--- config.mk ---
export PLATFORM = sky130hd
export DESIGN_NAME = vga_fb_arbiter_flat
export DESIGN_NICKNAME = d
export VERILOG_FILES = /design/src/rtl/vga_fb_arbiter_if.sv /design/src/rtl/vga_fb_arbiter.sv /design/src/flat_wrapper.sv
export SDC_FILE = /design/constraint.sdc
export NUM_CORES = 1
export LEC_CHECK = 0
export BUFFER_PORTS_ARGS = -buffer_cell sky130_fd_sc_hd__buf_2
export CORE_AREA = 2 2 108 110
export CTS_CLUSTER_SIZE = 24
export DETAILED_ROUTE_END_ITERATION = 16
export DIE_AREA = 0 0 110 112
export PLACE_DENSITY = 0.5
export SETUP_SLACK_MARGIN = 0.02
export SLEW_MARGIN = 20
export SYNTH_ARGS = -nofsm -noshare
export SYNTH_HDL_FRONTEND = slang
export SYNTH_SLANG_ARGS = --single-unit
--- constraint.sdc ---
create_clock -name clk -period 4.2 [get_ports clk]
set_clock_uncertainty 0.05 [all_clocks]
set_input_delay 1.05 -clock clk [delete_from_list [all_inputs] [get_ports clk]]
set_output_delay 1.05 -clock clk [all_outputs]
set_load 0.02 [all_outputs]
--- src/rtl/vga_fb_arbiter_if.sv ---
// ---------------------------------------------------------------------------
// vga_fb_arbiter_if
// Bundles the two draw-client req/ack channels and the framebuffer RAM bus
// that the arbiter drives.
//   c0_*/c1_*   : client request (req, we, x, y, wdata), accept pulse (ack),
//                 read return (rdata, rvalid)
//   mem_*       : registered RAM address/write controls, RAM read data
// Modports:
//   slave  - the arbiter side (takes client requests, drives the RAM)
//   master - the client/RAM side (raises requests, returns RAM data)
// ---------------------------------------------------------------------------
interface vga_fb_arbiter_if #(
   parameter int unsigned ADDR_W = 15,
   parameter int unsigned DATA_W = 3
);
   logic              c0_req;
   logic              c0_we;
   logic [7:0]        c0_x;
   logic [6:0]        c0_y;
   logic [DATA_W-1:0] c0_wdata;
   logic              c0_ack;
   logic [DATA_W-1:0] c0_rdata;
   logic              c0_rvalid;

   logic              c1_req;
   logic              c1_we;
   logic [7:0]        c1_x;
   logic [6:0]        c1_y;
   logic [DATA_W-1:0] c1_wdata;
   logic              c1_ack;
   logic [DATA_W-1:0] c1_rdata;
   logic              c1_rvalid;

   logic [ADDR_W-1:0] mem_addr;
   logic              mem_we;
   logic [DATA_W-1:0] mem_wdata;
   logic [DATA_W-1:0] mem_rdata;

   modport slave (
      input  c0_req, c0_we, c0_x, c0_y, c0_wdata,
      output c0_ack, c0_rdata, c0_rvalid,
      input  c1_req, c1_we, c1_x, c1_y, c1_wdata,
      output c1_ack, c1_rdata, c1_rvalid,
      output mem_addr, mem_we, mem_wdata,
      input  mem_rdata
   );

   modport master (
      output c0_req, c0_we, c0_x, c0_y, c0_wdata,
      input  c0_ack, c0_rdata, c0_rvalid,
      output c1_req, c1_we, c1_x, c1_y, c1_wdata,
      input  c1_ack, c1_rdata, c1_rvalid,
      input  mem_addr, mem_we, mem_wdata,
      output mem_rdata
   );
endinterface

--- src/rtl/vga_fb_arbiter.sv ---
// ---------------------------------------------------------------------------
// vga_fb_arbiter
// Shares one single-port synchronous framebuffer RAM between the VGA scan-out
// and two draw clients. The scan-out owns every fourth visible cycle
// (pix_x[1:0] == 0); all other cycles go to the clients in round-robin order.
// Ports:
//   clk, reset     : clock, asynchronous active-high reset
//   display        : scanner is in the visible region
//   pix_x, pix_y   : visible-region coordinates (640x480, scaled down by 4)
//   pix_color      : pixel word for the scan-out, two cycles after its slot
//   bus (slave)    : client req/ack/read channels and the RAM bus
// ---------------------------------------------------------------------------
module vga_fb_arbiter #(
   parameter int unsigned FB_W   = 160,
   parameter int unsigned FB_H   = 120,
   parameter int unsigned ADDR_W = 15,
   parameter int unsigned DATA_W = 3
) (
   input  logic              clk,
   input  logic              reset,
   input  logic              display,
   input  logic [9:0]        pix_x,
   input  logic [9:0]        pix_y,
   output logic [DATA_W-1:0] pix_color,
   vga_fb_arbiter_if.slave   bus
);

   typedef enum logic [1:0] {
      OWN_DISP = 2'd0,
      OWN_C0   = 2'd1,
      OWN_C1   = 2'd2
   } owner_t;

   // One entry per RAM access that will return data worth keeping.
   typedef struct packed {
      logic   valid;
      owner_t owner;
      logic   oor;
   } tag_t;

   tag_t              tag_s1;
   tag_t              tag_s2;
   logic              rr_ptr;
   logic              display_slot;
   logic [ADDR_W-1:0] disp_addr;
   logic [ADDR_W-1:0] c0_addr;
   logic [ADDR_W-1:0] c1_addr;
   logic              c0_oor;
   logic              c1_oor;
   logic              grant_c0;
   logic              grant_c1;
   logic              sel_we;
   logic              sel_oor;
   logic [ADDR_W-1:0] sel_addr;
   logic [DATA_W-1:0] sel_wdata;

   // The scan-out grabs the RAM on every fourth visible pixel; the 640x480
   // scanner coordinates map onto the 160x120 buffer by dropping two bits.
   assign display_slot = display && (pix_x[1:0] == 2'b00);
   assign disp_addr    = ADDR_W'(pix_y >> 2) * ADDR_W'(FB_W) + ADDR_W'(pix_x >> 2);

   assign c0_addr = ADDR_W'(bus.c0_y) * ADDR_W'(FB_W) + ADDR_W'(bus.c0_x);
   assign c1_addr = ADDR_W'(bus.c1_y) * ADDR_W'(FB_W) + ADDR_W'(bus.c1_x);
   assign c0_oor  = (32'(bus.c0_x) >= FB_W) || (32'(bus.c0_y) >= FB_H);
   assign c1_oor  = (32'(bus.c1_x) >= FB_W) || (32'(bus.c1_y) >= FB_H);

   // Client arbitration: a lone requester always wins, a tie goes to the
   // client the round-robin pointer names. Display slots block both.
   always_comb begin
      grant_c0 = 1'b0;
      grant_c1 = 1'b0;
      if (!display_slot) begin
         if (bus.c0_req && bus.c1_req) begin
            grant_c0 = !rr_ptr;
            grant_c1 = rr_ptr;
         end else begin
            grant_c0 = bus.c0_req;
            grant_c1 = bus.c1_req;
         end
      end
   end

   // Mux the winning client's request fields so the register stage below
   // only has to deal with a single candidate.
   always_comb begin
      sel_we    = grant_c1 ? bus.c1_we    : bus.c0_we;
      sel_oor   = grant_c1 ? c1_oor       : c0_oor;
      sel_addr  = grant_c1 ? c1_addr      : c0_addr;
      sel_wdata = grant_c1 ? bus.c1_wdata : bus.c0_wdata;
   end

   // Register the RAM command, the ack pulses and the two-deep read tag
   // pipeline. A tag issued with an address lines up with mem_rdata two
   // edges later, where it steers the word to the scan-out or a client.
   // Out-of-range client accesses are turned into a harmless read of
   // address 0 whose result is replaced by zero.
   always_ff @(posedge clk or posedge reset) begin
      if (reset) begin
         rr_ptr        <= 1'b0;
         tag_s1        <= '0;
         tag_s2        <= '0;
         pix_color     <= '0;
         bus.c0_ack    <= 1'b0;
         bus.c1_ack    <= 1'b0;
         bus.c0_rvalid <= 1'b0;
         bus.c1_rvalid <= 1'b0;
         bus.c0_rdata  <= '0;
         bus.c1_rdata  <= '0;
         bus.mem_addr  <= '0;
         bus.mem_we    <= 1'b0;
         bus.mem_wdata <= '0;
      end else begin
         bus.c0_ack <= grant_c0;
         bus.c1_ack <= grant_c1;

         if (display_slot) begin
            bus.mem_addr <= disp_addr;
            bus.mem_we   <= 1'b0;
            tag_s1       <= '{valid: 1'b1, owner: OWN_DISP, oor: 1'b0};
         end else if (grant_c0 || grant_c1) begin
            bus.mem_addr  <= sel_oor ? '0 : sel_addr;
            bus.mem_we    <= sel_we && !sel_oor;
            bus.mem_wdata <= sel_wdata;
            rr_ptr        <= grant_c0;
            tag_s1        <= '{valid: !sel_we, owner: (grant_c1 ? OWN_C1 : OWN_C0), oor: sel_oor};
         end else begin
            bus.mem_we <= 1'b0;
            tag_s1     <= '0;
         end

         tag_s2 <= tag_s1;

         bus.c0_rvalid <= tag_s2.valid && (tag_s2.owner == OWN_C0);
         bus.c1_rvalid <= tag_s2.valid && (tag_s2.owner == OWN_C1);
         if (tag_s2.valid && (tag_s2.owner == OWN_C0)) begin
            bus.c0_rdata <= tag_s2.oor ? '0 : bus.mem_rdata;
         end
         if (tag_s2.valid && (tag_s2.owner == OWN_C1)) begin
            bus.c1_rdata <= tag_s2.oor ? '0 : bus.mem_rdata;
         end
         if (tag_s2.valid && (tag_s2.owner == OWN_DISP)) begin
            pix_color <= bus.mem_rdata;
         end
      end
   end

endmodule

--- src/flat_wrapper.sv ---
// flat-port wrapper written by rule: the top's interface ports become plain ports
module vga_fb_arbiter_flat 
#(
   parameter int unsigned FB_W   = 160,
   parameter int unsigned FB_H   = 120,
   parameter int unsigned ADDR_W = 15,
   parameter int unsigned DATA_W = 3
)
  (clk, reset, display, pix_x, pix_y, pix_color, bus_c0_req, bus_c0_we, bus_c0_x, bus_c0_y, bus_c0_wdata, bus_c0_ack, bus_c0_rdata, bus_c0_rvalid, bus_c1_req, bus_c1_we, bus_c1_x, bus_c1_y, bus_c1_wdata, bus_c1_ack, bus_c1_rdata, bus_c1_rvalid, bus_mem_addr, bus_mem_we, bus_mem_wdata, bus_mem_rdata);
  vga_fb_arbiter_if #(.ADDR_W(ADDR_W), .DATA_W(DATA_W)) bus_i ();
  input  logic clk;
  input  logic reset;
  input  logic display;
  input  logic [9:0] pix_x;
  input  logic [9:0] pix_y;
  output logic [DATA_W-1:0] pix_color;
  input wire logic [$bits(bus_i.c0_req)-1:0] bus_c0_req;
  input wire logic [$bits(bus_i.c0_we)-1:0] bus_c0_we;
  input wire logic [$bits(bus_i.c0_x)-1:0] bus_c0_x;
  input wire logic [$bits(bus_i.c0_y)-1:0] bus_c0_y;
  input wire logic [$bits(bus_i.c0_wdata)-1:0] bus_c0_wdata;
  output wire logic [$bits(bus_i.c0_ack)-1:0] bus_c0_ack;
  output wire logic [$bits(bus_i.c0_rdata)-1:0] bus_c0_rdata;
  output wire logic [$bits(bus_i.c0_rvalid)-1:0] bus_c0_rvalid;
  input wire logic [$bits(bus_i.c1_req)-1:0] bus_c1_req;
  input wire logic [$bits(bus_i.c1_we)-1:0] bus_c1_we;
  input wire logic [$bits(bus_i.c1_x)-1:0] bus_c1_x;
  input wire logic [$bits(bus_i.c1_y)-1:0] bus_c1_y;
  input wire logic [$bits(bus_i.c1_wdata)-1:0] bus_c1_wdata;
  output wire logic [$bits(bus_i.c1_ack)-1:0] bus_c1_ack;
  output wire logic [$bits(bus_i.c1_rdata)-1:0] bus_c1_rdata;
  output wire logic [$bits(bus_i.c1_rvalid)-1:0] bus_c1_rvalid;
  output wire logic [$bits(bus_i.mem_addr)-1:0] bus_mem_addr;
  output wire logic [$bits(bus_i.mem_we)-1:0] bus_mem_we;
  output wire logic [$bits(bus_i.mem_wdata)-1:0] bus_mem_wdata;
  input wire logic [$bits(bus_i.mem_rdata)-1:0] bus_mem_rdata;
  assign bus_i.c0_req = bus_c0_req;
  assign bus_i.c0_we = bus_c0_we;
  assign bus_i.c0_x = bus_c0_x;
  assign bus_i.c0_y = bus_c0_y;
  assign bus_i.c0_wdata = bus_c0_wdata;
  assign bus_c0_ack = bus_i.c0_ack;
  assign bus_c0_rdata = bus_i.c0_rdata;
  assign bus_c0_rvalid = bus_i.c0_rvalid;
  assign bus_i.c1_req = bus_c1_req;
  assign bus_i.c1_we = bus_c1_we;
  assign bus_i.c1_x = bus_c1_x;
  assign bus_i.c1_y = bus_c1_y;
  assign bus_i.c1_wdata = bus_c1_wdata;
  assign bus_c1_ack = bus_i.c1_ack;
  assign bus_c1_rdata = bus_i.c1_rdata;
  assign bus_c1_rvalid = bus_i.c1_rvalid;
  assign bus_mem_addr = bus_i.mem_addr;
  assign bus_mem_we = bus_i.mem_we;
  assign bus_mem_wdata = bus_i.mem_wdata;
  assign bus_i.mem_rdata = bus_mem_rdata;
  vga_fb_arbiter #(.FB_W(FB_W), .FB_H(FB_H), .ADDR_W(ADDR_W), .DATA_W(DATA_W)) u_core (.clk(clk), .reset(reset), .display(display), .pix_x(pix_x), .pix_y(pix_y), .pix_color(pix_color), .bus(bus_i));
endmodule
# [Yosys cells after proc, flatten, opt, wreduce, memory -nomap -nowiden]
# Cells that the tools add are included.
[word_totals] elab_cells=63 output_inout_bits=32 ff_bits=41 in_bits=66
[classes] n_mux=17 addsub=3 n_eq_ne=2 n_lt_le_gt_ge=4 bitwise_logic=1 n_reduce_logical=16 mul=3
[ops] operator="two-way mux 15 bit" n=4
[ops] operator="adder 15 x 8 -> 15 bit" n=3
[ops] operator="multiplier 7 x 3 -> 10 bit, second input constant" n=2
[ops] operator=">= comparator 8 bit, second input constant" n=2
[ops] operator=">= comparator 7 bit, second input constant" n=2
[ops] operator="multiplier 8 x 3 -> 10 bit, second input constant" n=1
[ops] operator="two-way mux 1 bit" n=8
[ops] operator="two-way mux 4 bit" n=2
[ops] operator="logical AND 1 bit" n=6
[ops] operator="two-way mux 3 bit" n=2
[ops] operator="logical NOT 2 bit" n=2
[ops] operator="logical NOT 1 bit" n=3
[ops] operator="logical OR 1 bit" n=3
[ops] operator="== test 2 x 1 -> 1 bit, second input constant" n=1
[ops] operator="== test 2 bit, second input constant" n=1
[ops] operator="two-way mux 2 bit" n=1
[ops] operator="AND reduction 2 bit" n=1
[ops] operator="nonzero test 2 bit" n=1
[ops] operator="NOT 1 bit" n=1

# [Depth between registers and ports, before layout]
[logic_depth] depth_word=8 mapped_depth=11 mapped_depth_nobuf=11

# [Worst setup path before layout]
# OpenSTA, ideal clock, no wires.
[synth_timing] path_kind="input port to flip-flop" from="input port bus_c0_y[1]" to="register u_core.bus.mem_addr[13]" setup_ns=0.065 stages=11 path_slack_ns=0.864 required_time_ns=4.085 t_arrival_ns=3.221 n_path_buf=0 cell_sequence="ha_1 > ha_1 > inv_1 > fa_1 > nand2b_1 > o2bb2ai_1 > xnor2_1 > and4_1 > nor3_1 > a2111oi_2 > o22a_1"
[synth_between] elab_chain_len=6 word_cells_on_any_way=9 classes_between="add/sub (1); mul (1); order compare (1); mux (5); reduce/logical (1)"
[synth_lines] item="start, declared" line_no="flat_wrapper.sv:20" source="input wire logic [$bits(bus_i.c0_y)-1:0] bus_c0_y;"
[synth_lines] item="multiplier 7 x 3 -> 10 bit / >= comparator 7 bit (equally long branches)" line_no="vga_fb_arbiter.sv:62, vga_fb_arbiter.sv:64"
[synth_lines] item="adder 15 x 8 -> 15 bit / logical OR 1 bit (equally long branches)" line_no="vga_fb_arbiter.sv:62, vga_fb_arbiter.sv:64"
[synth_lines] item="two-way mux 15 bit / two-way mux 1 bit (equally long branches)" line_no="vga_fb_arbiter.sv:88, vga_fb_arbiter.sv:87"
[synth_lines] item="two-way mux 15 bit (*)" line_no="vga_fb_arbiter.sv:121" source="bus.mem_addr <= sel_oor ? '0 : sel_addr;"
[synth_lines] item="two-way mux 15 bit (*)" line_no="vga_fb_arbiter.sv:120" source="end else if (grant_c0 || grant_c1) begin"
[synth_lines] item="two-way mux 15 bit (*)" line_no="vga_fb_arbiter.sv:116" source="if (display_slot) begin"
[synth_lines] item="end signal, assigned" line_no="vga_fb_arbiter.sv:117" source="bus.mem_addr <= disp_addr;"
[synth_lines] item="end signal, assigned" line_no="vga_fb_arbiter.sv:121"
[synth_lines] item="end, declared" line_no="vga_fb_arbiter_if.sv:44" source="output mem_addr, mem_we, mem_wdata,"
# Mark *: on every way between the ends. The rest lies on a longest branch, timed or not. The select of a mux whose other input is x is not followed.
# A chain may end at the register's enable or synchronous reset.

# [Final worst setup path]
[layout_timing] from="input port bus_c0_y[1]" to="register u_core.bus.mem_addr[14]"
# Same word-level chain as after synthesis.

==> reports/qor.txt <==
status: completed
1st-iter DRT viols: 139
Post-DP HPWL: 6870 microns
Initial Util: 29.3%
actual slew at the worst max-slew pin: 0.611 ns
CTS tree: yes
Worst Setup EP: u_core.bus.mem_addr[14]$_DFFE_PP0P_
routed wire length: 8280 microns
most frequent cells in the layout: buf_2, ha_1, dfrtp_1
Gate Count Post-Synth: 353
Crit Reg-Reg Startpoint: u_core.rr_ptr$_DFFE_PP0P_
Post-synth EDFFs: 0
layout cells sized above 1: 27.2%
initial antenna violation count: 2
CP cell instances: buf_2, ha_1, ha_1, inv_1, fa_1, xnor2_1, nor2b_1, nor3b_2, nand3b_1, o311ai_0, nand4_1, a21oi_1
drt first pass iters: 4
Post-CTS Resized: 0
Tot Pwr: 1.56 mW
# clock sinks: 40
H-tree depth: 2
Yosys warning count: 0
max-cap violations: 0
Setup crit start kind: primary input
FF+latch count, synth: 40
via count of the first global-routing pass: 2834
area leader, netlist: dfrtp_1
DP Area: 0.00393 sq mm
die area: 0.0123 sq mm
Worst setup EP type: flip-flop
setup bufs post-CTS: 0
Die W: 110 microns
Routed wire per std cell: 13.9 microns
power per standard cell area: 379 mW/mm^2
worst-path maximum fanout: 3
worst path required time: 4.35 ns
GRT Util Overall: 13.5%
reg-to-reg endpoint: u_core.bus.mem_addr[11]$_DFFE_PP0P_
start point of the critical path: bus_c0_y[1]
largest net degree at the start of global routing: 41
Unique masters post-synth: 55
Fillers: 1154
setup violators final: 0
cell area after synthesis: 0.00327 sq mm
number of port buffers: 95
Clock Pin Slew Worst Setup and Hold Paths: 0.06 ns
drt via density: 4.82
via count: 2875
total CTS buffers: 5
Seq/Total Area, Yosys: 30.6%
final layout net count: 564
commonest non-fill, non-tap cell in the layout: buf_2
synth top area cells: dfrtp_1, ha_1, xnor2_1
post-route setup slack: 0.763 ns
post-route cell area: 0.00411 sq mm
maximum clock rate: 291 MHz
flop2flop setup slack: 2.11 ns
Crit path arrival time: 3.59 ns
Final ANT Viol Nets: 0
area delta synth->final: 25.7%
CP max stage delay: 0.41 ns
later-pin clock latency in the skew report: 0.28 ns
minimum clock period: 3.44 ns
CP max stage cell: o311ai_0
total grt overflow: 0
number of remaining DRC errors: 0
IO Pins: 98
worst rel slew slack: 59.2%
RSZ-0062 raised after global routing: false
worst min-delay path class: flip-flop to flip-flop
Slew Limit Fails: 0
root buf cell: clkbuf_16
fin crit share: 81.8%
Mapped Nets: 466
top_reg_cell synth: dfrtp_1
row cnt: 39
Hold-fix buffers, CTS: 0
Core ar.: 0.0112 sq mm
Avg Synthesized Cell Area: 9.26 sq um
Hold Violations, Final: 0
TNS Setup: 0 ns
Most common cell on crit path: ha_1
CTS Buffer Depth: 2
area fraction of the dominant cell type after synthesis: 30.6%
Leakage Power: 2.02 nW
gpl congestion: 0.824
worst setup path class: primary input to flip-flop
global-route wire length before repair: 13300 microns
VDD IR-drop max: 0.242 mV
post-placement worst setup slack: 0.476 ns
Die Ht: 112 microns
Synth async-reset ratio: 100%
reg2reg path depth: 6
through the flow:
| stage | hold WS [ns] | utilization (%) | instances |
|---|---|---|---|
| finish | 0.297 | 36.8 | 596 |
| global route | 0.306 | 36.8 | 595 |
| CTS | 0.300 | 36.8 | 595 |
| detailed placement | 0.286 | 35.1 | 587 |
| global placement | 0.284 | 35.1 | 587 |
| floorplan | 0.281 | - | 353 |
per-layer routing:
layer	GRT usage, %	wire, microns	up-vias
met5	0	11	-
met4	2.53	70	2
met3	2.75	503	8
met2	23.5	3940	70
met1	17.3	3760	1333
li1	-	-	1462
synthesized netlist by cell type (2+ instances only):
| library cell | n |
|---|---|
| a211oi_2 | 2 |
| a21o_1 | 5 |
| a21oi_1 | 25 |
| a221oi_1 | 4 |
| and2_1 | 2 |
| and3_1 | 2 |
| buf_2 | 2 |
| clkbuf_1 | 6 |
| dfrtp_1 | 40 |
| fa_1 | 6 |
| ha_1 | 41 |
| inv_1 | 24 |
| mux2_2 | 5 |
| mux2i_1 | 9 |
| nand2_1 | 25 |
| nand2b_1 | 6 |
| nand3_1 | 8 |
| nand3b_1 | 4 |
| nand4_1 | 3 |
| nor2_1 | 22 |
| nor2b_1 | 8 |
| nor3_1 | 8 |
| nor3b_1 | 7 |
| o211ai_1 | 4 |
| o21a_1 | 3 |
| o21ai_0 | 25 |
| o21ai_1 | 2 |
| o21bai_1 | 2 |
| o2bb2ai_1 | 2 |
| o311ai_0 | 2 |
| xnor2_1 | 15 |
| xor2_1 | 11 |
registers in the layout (all words and copies together), names as in the netlist, 3 cells and up:
signal                cells
u_core.bus.c1_rdata       3
u_core.bus.mem_addr      15
u_core.bus.mem_wdata      3
u_core.pix_color          3
u_core.tag_s1             3
u_core.bus.c0_rdata       3
u_core.tag_s2             4
final cells by class:
| class | instances | area [sq um] | area share (%) |
|---|---|---|---|
| clock inverter | 1 | 30.0 | 0.731 |
| inverter | 24 | 90.1 | 2.19 |
| clock buffer | 7 | 153 | 3.71 |
| multi-input combinational | 280 | 2140 | 52.1 |
| tap | 143 | 179 | 4.35 |
| antenna | 1 | 2.50 | 0.0609 |
| timing repair buffer | 100 | 513 | 12.5 |
| sequential | 40 | 1000 | 24.4 |
report_power, final:
part | leakage, nW | switching (mW) | internal [mW]
Sequential | 0.496 | 0.0394 | 0.461
Clock | 0.0901 | 0.144 | 0.313
Combinational | 1.44 | 0.355 | 0.247
Total | 2.02 | 0.539 | 1.02
cell families after synthesis:
group	Yosys count	share of synthesized area, %
muxes	14	4.48
and+or+nand+nor	106	17.3
xor gates and xnor gates	26	6.97
DFF	40	30.6
buffers and inverters	33	3.98
adders and majority gates	47	19.4
AOI/OAI and AO/OA	87	17.3
how the worst min path moves through the flow:
stage / from / endpoint / slack (ns) / cells after the start
final: u_core.tag_s1[1]$_DFF_PP0_ / u_core.tag_s2[1]$_DFF_PP0_ / 0.30 / 0
after global routing: u_core.tag_s1[0]$_DFF_PP0_ / u_core.tag_s2[0]$_DFF_PP0_ / 0.31 / 0
after CTS: u_core.tag_s1[1]$_DFF_PP0_ / u_core.tag_s2[1]$_DFF_PP0_ / 0.30 / 0
after detailed placement: u_core.tag_s1[1]$_DFF_PP0_ / u_core.tag_s2[1]$_DFF_PP0_ / 0.29 / 0
after global placement: u_core.tag_s1[1]$_DFF_PP0_ / u_core.tag_s2[1]$_DFF_PP0_ / 0.28 / 0
after floorplan: u_core.tag_s1[0]$_DFF_PP0_ / u_core.tag_s2[0]$_DFF_PP0_ / 0.28 / 0
worst max-delay path: cells and delay by family:
family          cells  cell delay [ns]
compound gates      2             0.56
xor+xnor            1             0.22
fa+ha+maj           3             0.85
buf+inv             2             0.19
simple gates        4             0.72
(Power assumes the default switching activity.)
